<file path="src/rtl/controle_atuadores.sv">
// -----------------------------------------------------------------------------
// controle_atuadores
//
// Actuator sequencer for an irrigation controller. Turns the request levels
// produced by the decision logic into a safe on/off sequence for the pump,
// the two irrigation valves and the siren:
//
//   OCIOSO -> PARTIDA (pump priming, valves closed)
//          -> GOTEJO or ASPERSAO (pump + exactly one valve, minimum on-time)
//          -> PAUSA (everything off, fixed rest time) -> OCIOSO
//   Any state -> FALHA on a water-level alarm; FALHA is left only through an
//   operator acknowledge once the alarm has cleared.
//
// Parameters
//   T_PARTIDA  pump-priming duration in cycles            (1..255)
//   T_MIN      minimum irrigation on-time in cycles       (1..255)
//   T_PAUSA    post-irrigation rest time in cycles        (1..255)
//   T_MAX      maximum irrigation time in cycles (T_MIN..255), only
//              meaningful when the macro TEMPO_MAXIMO_EN is defined
//
// Optional feature
//   TEMPO_MAXIMO_EN  when defined, an irrigation phase reaching T_MAX cycles
//                    is cut short into PAUSA and excesso pulses for the first
//                    PAUSA cycle. When undefined there is no time limit and
//                    excesso is constantly 0.
//
// Ports
//   clock             sole clock, rising edge
//   reset_n           asynchronous active-low reset
//   gotejamento       drip-irrigation request level
//   aspersao          sprinkler-irrigation request level (wins over drip)
//   alarme            water-level alarm level (overrides everything)
//   reconhecer        operator fault acknowledge
//   bomba             pump
//   valvula_gotejo    drip valve
//   valvula_aspersor  sprinkler valve
//   sirene            siren
//   estado[2:0]       current state code (OCIOSO=0 .. FALHA=5)
//   excesso           one-cycle max-time pulse (TEMPO_MAXIMO_EN only)
// -----------------------------------------------------------------------------
module controle_atuadores #(
    parameter int T_PARTIDA = 8,
    parameter int T_MIN     = 16,
    parameter int T_PAUSA   = 8,
    parameter int T_MAX     = 64
) (
    input  logic       clock,
    input  logic       reset_n,
    input  logic       gotejamento,
    input  logic       aspersao,
    input  logic       alarme,
    input  logic       reconhecer,
    output logic       bomba,
    output logic       valvula_gotejo,
    output logic       valvula_aspersor,
    output logic       sirene,
    output logic [2:0] estado,
    output logic       excesso
);

    // -------------------------------------------------------------------------
    // Elaboration-time parameter sanity checks
    // -------------------------------------------------------------------------
    if (T_PARTIDA < 1 || T_PARTIDA > 255) begin : g_t_partida_invalido
        $error("controle_atuadores: T_PARTIDA must be in 1..255");
    end
    if (T_MIN < 1 || T_MIN > 255) begin : g_t_min_invalido
        $error("controle_atuadores: T_MIN must be in 1..255");
    end
    if (T_PAUSA < 1 || T_PAUSA > 255) begin : g_t_pausa_invalido
        $error("controle_atuadores: T_PAUSA must be in 1..255");
    end
    if (T_MAX < T_MIN || T_MAX > 255) begin : g_t_max_invalido
        $error("controle_atuadores: T_MAX must be in T_MIN..255");
    end

    // -------------------------------------------------------------------------
    // Types and constants
    // -------------------------------------------------------------------------
    typedef enum logic [2:0] {
        OCIOSO   = 3'd0,
        PARTIDA  = 3'd1,
        GOTEJO   = 3'd2,
        ASPERSAO = 3'd3,
        PAUSA    = 3'd4,
        FALHA    = 3'd5
    } estado_t;

    typedef enum logic {
        MODO_GOTEJO   = 1'b0,
        MODO_ASPERSAO = 1'b1
    } modo_t;

    // Last counter value of each timed phase: the counter starts at 0 on the
    // first cycle of a state, so a phase of N cycles ends when it reads N-1.
    localparam logic [7:0] ULTIMO_PARTIDA = 8'(T_PARTIDA - 1);
    localparam logic [7:0] ULTIMO_MIN     = 8'(T_MIN - 1);
    localparam logic [7:0] ULTIMO_PAUSA   = 8'(T_PAUSA - 1);
`ifdef TEMPO_MAXIMO_EN
    localparam logic [7:0] ULTIMO_MAX     = 8'(T_MAX - 1);
`endif

    // -------------------------------------------------------------------------
    // State
    // -------------------------------------------------------------------------
    estado_t    estado_q;
    estado_t    estado_d;
    modo_t      modo_q;
    modo_t      modo_d;
    logic [7:0] contador;
    logic       excesso_d;
    logic       pedido;

    // The request that keeps the current irrigation phase alive is the one for
    // the mode latched when leaving OCIOSO; the other request is ignored until
    // the cycle has gone back through PAUSA and OCIOSO.
    assign pedido = (modo_q == MODO_ASPERSAO) ? aspersao : gotejamento;

    // -------------------------------------------------------------------------
    // Next-state logic
    // -------------------------------------------------------------------------
    always_comb begin
        // NOTE: every signal written here gets a default first so no path can
        // leave it unassigned; otherwise synthesis would infer a latch.
        estado_d  = estado_q;
        modo_d    = modo_q;
        excesso_d = 1'b0;

        if (alarme) begin
            // The alarm overrides every other transition, including staying
            // in FALHA while it is still active.
            estado_d = FALHA;
        end else begin
            case (estado_q)
                OCIOSO: begin
                    if (aspersao) begin
                        estado_d = PARTIDA;
                        modo_d   = MODO_ASPERSAO;
                    end else if (gotejamento) begin
                        estado_d = PARTIDA;
                        modo_d   = MODO_GOTEJO;
                    end
                end

                PARTIDA: begin
                    // Requests are not looked at while priming.
                    if (contador == ULTIMO_PARTIDA) begin
                        estado_d = (modo_q == MODO_ASPERSAO) ? ASPERSAO : GOTEJO;
                    end
                end

                GOTEJO, ASPERSAO: begin
`ifdef TEMPO_MAXIMO_EN
                    if (contador == ULTIMO_MAX) begin
                        estado_d  = PAUSA;
                        excesso_d = 1'b1;
                    end else
`endif
                    if (contador >= ULTIMO_MIN && !pedido) begin
                        estado_d = PAUSA;
                    end
                end

                PAUSA: begin
                    if (contador == ULTIMO_PAUSA) begin
                        estado_d = OCIOSO;
                    end
                end

                FALHA: begin
                    // alarme is known to be 0 on this path.
                    if (reconhecer) begin
                        estado_d = PAUSA;
                    end
                end

                default: begin
                    // Unused codes 6..7 are treated as a fault.
                    estado_d = FALHA;
                end
            endcase
        end
    end

    // -------------------------------------------------------------------------
    // Registers: state, cycle counter, latched mode and Moore outputs.
    // Outputs are decoded from the next state so they change on the same edge
    // as estado and come straight from flops.
    // -------------------------------------------------------------------------
    always_ff @(posedge clock or negedge reset_n) begin
        if (!reset_n) begin
            estado_q         <= OCIOSO;
            modo_q           <= MODO_GOTEJO;
            contador         <= 8'd0;
            bomba            <= 1'b0;
            valvula_gotejo   <= 1'b0;
            valvula_aspersor <= 1'b0;
            sirene           <= 1'b0;
            excesso          <= 1'b0;
        end else begin
            // NOTE: non-blocking assignments here so every flop samples the
            // values from before this edge, independent of statement order.
            estado_q <= estado_d;
            modo_q   <= modo_d;

            if (estado_d != estado_q) begin
                contador <= 8'd0;
            end else if (contador != 8'hFF) begin
                contador <= contador + 8'd1;
            end

            bomba            <= (estado_d == PARTIDA) || (estado_d == GOTEJO) ||
                                (estado_d == ASPERSAO);
            valvula_gotejo   <= (estado_d == GOTEJO);
            valvula_aspersor <= (estado_d == ASPERSAO);
            sirene           <= (estado_d == FALHA);
            excesso          <= excesso_d;
        end
    end

    assign estado = estado_q;

endmodule

</file>
<file path="config.mk">
export PLATFORM = sky130hd
export DESIGN_NAME = controle_atuadores
export DESIGN_NICKNAME = d
export VERILOG_FILES = /design/src/rtl/controle_atuadores.sv
export SDC_FILE = /design/constraint.sdc
export NUM_CORES = 1
export LEC_CHECK = 0
export ABC_AREA = 0
export CAP_MARGIN = 20
export CORE_MARGIN = 1.5
export CORE_UTILIZATION = 52
export DETAILED_ROUTE_END_ITERATION = 8
export GPL_ROUTABILITY_DRIVEN = 1
export PLACE_DENSITY = 0.87
export SLEW_MARGIN = 10
export SYNTH_ARGS = -nofsm -noshare
export SYNTH_HDL_FRONTEND = slang
export SYNTH_SLANG_ARGS = --single-unit
</file>
<file path="constraint.sdc">
create_clock -name clock -period 3.5 [get_ports clock]
set_clock_uncertainty 0.2 [all_clocks]
set_input_delay 0.525 -clock clock [delete_from_list [all_inputs] [get_ports clock]]
set_output_delay 0.525 -clock clock [all_outputs]
set_load 0.005 [all_outputs]
</file>
==> impl_results.md <==
- Overall routing resource usage: 22.6%
- Routed Antenna Nets: 0
- Met3 Track Usage GR: 4.76%
- Post-Synthesis Cells: 99
- Pre-CTS WS: 905 ps
- Grt ovf: 0
- Critical Path Start Type: flip-flop
- Leakage Power: 0.000465 uW
- Starting Density: 55.1%
- Worst skew pair latency: 290 ps
- Largest net degree at the start of global routing: 17
- Slowest CP cell: a2111oi_0
- CTS buffer count: 3
- Antenna Cells: 0
- Die Span X: 45.8 microns
- Achievable frequency: 386 MHz
- Routed vias: 838
- Final setup vio count: 0
- Run status: finished clean
- Cell variety after synth: 38
- Die footprint: 2090 sq um
- Synth warnings: 0
- RSZ-0062 raised after global routing: false
- Critical-path cell list: or4_4, o311a_4, a2111oi_0, o21ai_1
- Worst Path Arrival: 2540 ps
- Power per Cell Area: 365 nW/um^2
- CTS tree: built
- Seq/Total Area, Yosys: 42.1%
- Syn_nets: 106
- H-tree levels: 1
- IR drop worst, VDD: 356 uV
- First-pass GRT wire length: 3280 microns
- Slew Limit Headroom: 50.0%
- Post-cts gate resize count: 0
- GRT busiest layer: met2
- Final Net Count: 120
- Cts hold-fix bufs: 0
- Setup TNS Final: 0 ps
- Crit Path Class: flip-flop to flip-flop
- Met1 GRT Util: 26.1%
- Fin crit share: 74.0%
- Element type at the critical path end: flip-flop
- Minimum clock period: 2590 ps
- Clk sinks: 16
- IO Port Bufs: 12
- DIE HEIGHT: 45.8 microns
- Reported max-cap violation count: 0
- Worst-path clk slew: 90 ps
- Yosys reg bits: 16
- Tightest Pin Transition: 731 ps
- Critical Path RT: 3440 ps
- Post-Syn Area: 951 sq um
- Number of DRC markers in iteration 0: 19
- Drt via density: 6.16
- Post-Route Utilization: 63.8%
- Hold Violations, Final: 0
- # IOs: 14
- Cell Rows: 15
- Total power: 402 uW
- Fin. max-slew vios: 0
- Worst hold path type: flip-flop to flip-flop
- Final setup margin: 909 ps
- CTS Buffer Depth: 2
- Dpl hpwl: 1490 microns
- Layout cells sized above 1: 9.91%
- Routed WL per cell: 14.6 microns
- CP peak stage delay: 680 ps
- CP max FO: 7
- Core ar.: 1730 sq um
- Initial antenna violation count: 0
- Root Driver: clkbuf_4
- Vias in the first global route: 754
- Setup Buffers After CTS: 0
- Post-route DRC violation count: 0
- WL final: 1990 microns
- 1st-pass router iterations: 4
- Mean Syn Cell Area: 9.61 sq um
- Fillcell total: 156
- Area Growth Syn to Fin: 15.9%
- M2 GR Usage: 39.4%
- Hold_ws: 356 ps
- Placer congestion estimate: 0.906
-- critical path: cells and delay by family, from the launching register on --
kind               cells  cell delay (ps)
and+or+nand+nor        1              590
DFF                    1              450
AOI/OAI and AO/OA      3             1210
-- per-layer routing --
metal  vias to the layer above  wire length [microns]
li1                        407                      -
met1                       401                    885
met2                        25                    975
met3                         5                     83
met4                         0                     44
met5                         -                      0
-- cell type report --
class / count / area, sq um / share of cell area [%]
Tap cell: 25 / 31.3 / 2.84
Inverter: 4 / 15.0 / 1.36
Timing Repair Buffer: 12 / 120 / 10.9
Clock buffer: 3 / 22.5 / 2.04
Sequential cell: 16 / 400 / 36.3
Multi-Input combinational cell: 76 / 513 / 46.5
-- power by group --
group / leakage, uW / switching [uW] / internal, uW
Clock: 0.0000138 / 54.4 / 40.0
Combinational: 0.000244 / 41.4 / 40.6
Sequential: 0.000207 / 23.0 / 203
Total: 0.000465 / 119 / 284
-- cells by family (layout without fill, tap and decap cells) --
| group | Yosys count | count (layout) | share of synthesized area [%] |
|---|---|---|---|
| flip-flops | 16 | 16 | 42.1 |
| other | 1 | 1 | 0.394 |
| buffers and inverters | 7 | 19 | 3.95 |
| adder cells (fa/ha/maj) | 1 | 1 | 1.32 |
| XOR/XNOR | 1 | 1 | 0.921 |
| AO/OA/AOI/OAI | 23 | 23 | 18.3 |
| AND/OR/NAND/NOR | 48 | 48 | 30.9 |
| multiplexers | 2 | 2 | 2.11 |
-- state kept, by name (all words and copies together) (netlist names) --
register / cells
modo_q: 1
bomba: 1
valvula_gotejo: 1
sirene: 1
estado: 3
contador: 8
valvula_aspersor: 1
-- final timing paths --
check	end	cells after the start	start	slack [ps]
setup reg to reg	bomba	4	contador[5]	910
min in group asynchronous	valvula_gotejo	1	reset_n	450
setup / recovery	bomba	4	contador[5]	910
hold / removal	modo_q	1	modo_q	360
max in group asynchronous	contador[4]	1	reset_n	2210
hold reg to reg	modo_q	1	modo_q	360
-- cell usage after synthesis --
master | n | area, sq um
dfrtp_1 | 16 | 400
nor4_1 | 8 | 50.1
o21ai_0 | 8 | 40.0
nor2_1 | 7 | 26.3
or2_2 | 5 | 31.3
and3_1 | 4 | 25.0
inv_1 | 4 | 15.0
o211ai_1 | 4 | 30.0
nand2_1 | 3 | 11.3
nand3_1 | 3 | 15.0
nor2b_1 | 3 | 18.8
nor3_1 | 3 | 15.0
mux2i_1 | 2 | 20.0
nand2b_1 | 2 | 12.5
nand4_1 | 2 | 12.5
o41a_1 | 2 | 22.5
or3_1 | 2 | 12.5
a2111oi_0 | 1 | 8.76
a211oi_1 | 1 | 7.51
a21o_1 | 1 | 7.51
a21oi_1 | 1 | 5.00
a22o_1 | 1 | 8.76
a41o_1 | 1 | 10.0
and2_1 | 1 | 6.26
and4_1 | 1 | 8.76
buf_4 | 1 | 7.51
buf_6 | 1 | 11.3
clkbuf_1 | 1 | 3.75
conb_1 | 1 | 3.75
ha_1 | 1 | 12.5
nand4b_1 | 1 | 8.76
nor4_4 | 1 | 21.3
o21a_1 | 1 | 7.51
o21ai_1 | 1 | 5.00
o311a_4 | 1 | 21.3
or4_1 | 1 | 7.51
or4_4 | 1 | 11.3
xor2_1 | 1 | 8.76
-- through the flow --
stage,area (sq um),cells
after floorplan,951,99
after global placement,1080,133
after detailed placement,1080,133
after CTS,1100,136
after global routing,1100,136
final,1100,136
-- cells in the final DEF, fill, tap and decap left out, types with 3 or more instances in the layout --
cell type        instances
dfrtp_1                 16
clkdlybuf4s50_1         12
o21ai_0                  8
nor4_1                   8
nor2_1                   7
or2_2                    5
and3_1                   4
inv_1                    4
o211ai_1                 4
nor2b_1                  3
nand2_1                  3
nor3_1                   3
nand3_1                  3
clkbuf_4                 3
Power figures use the tool's default switching activity.
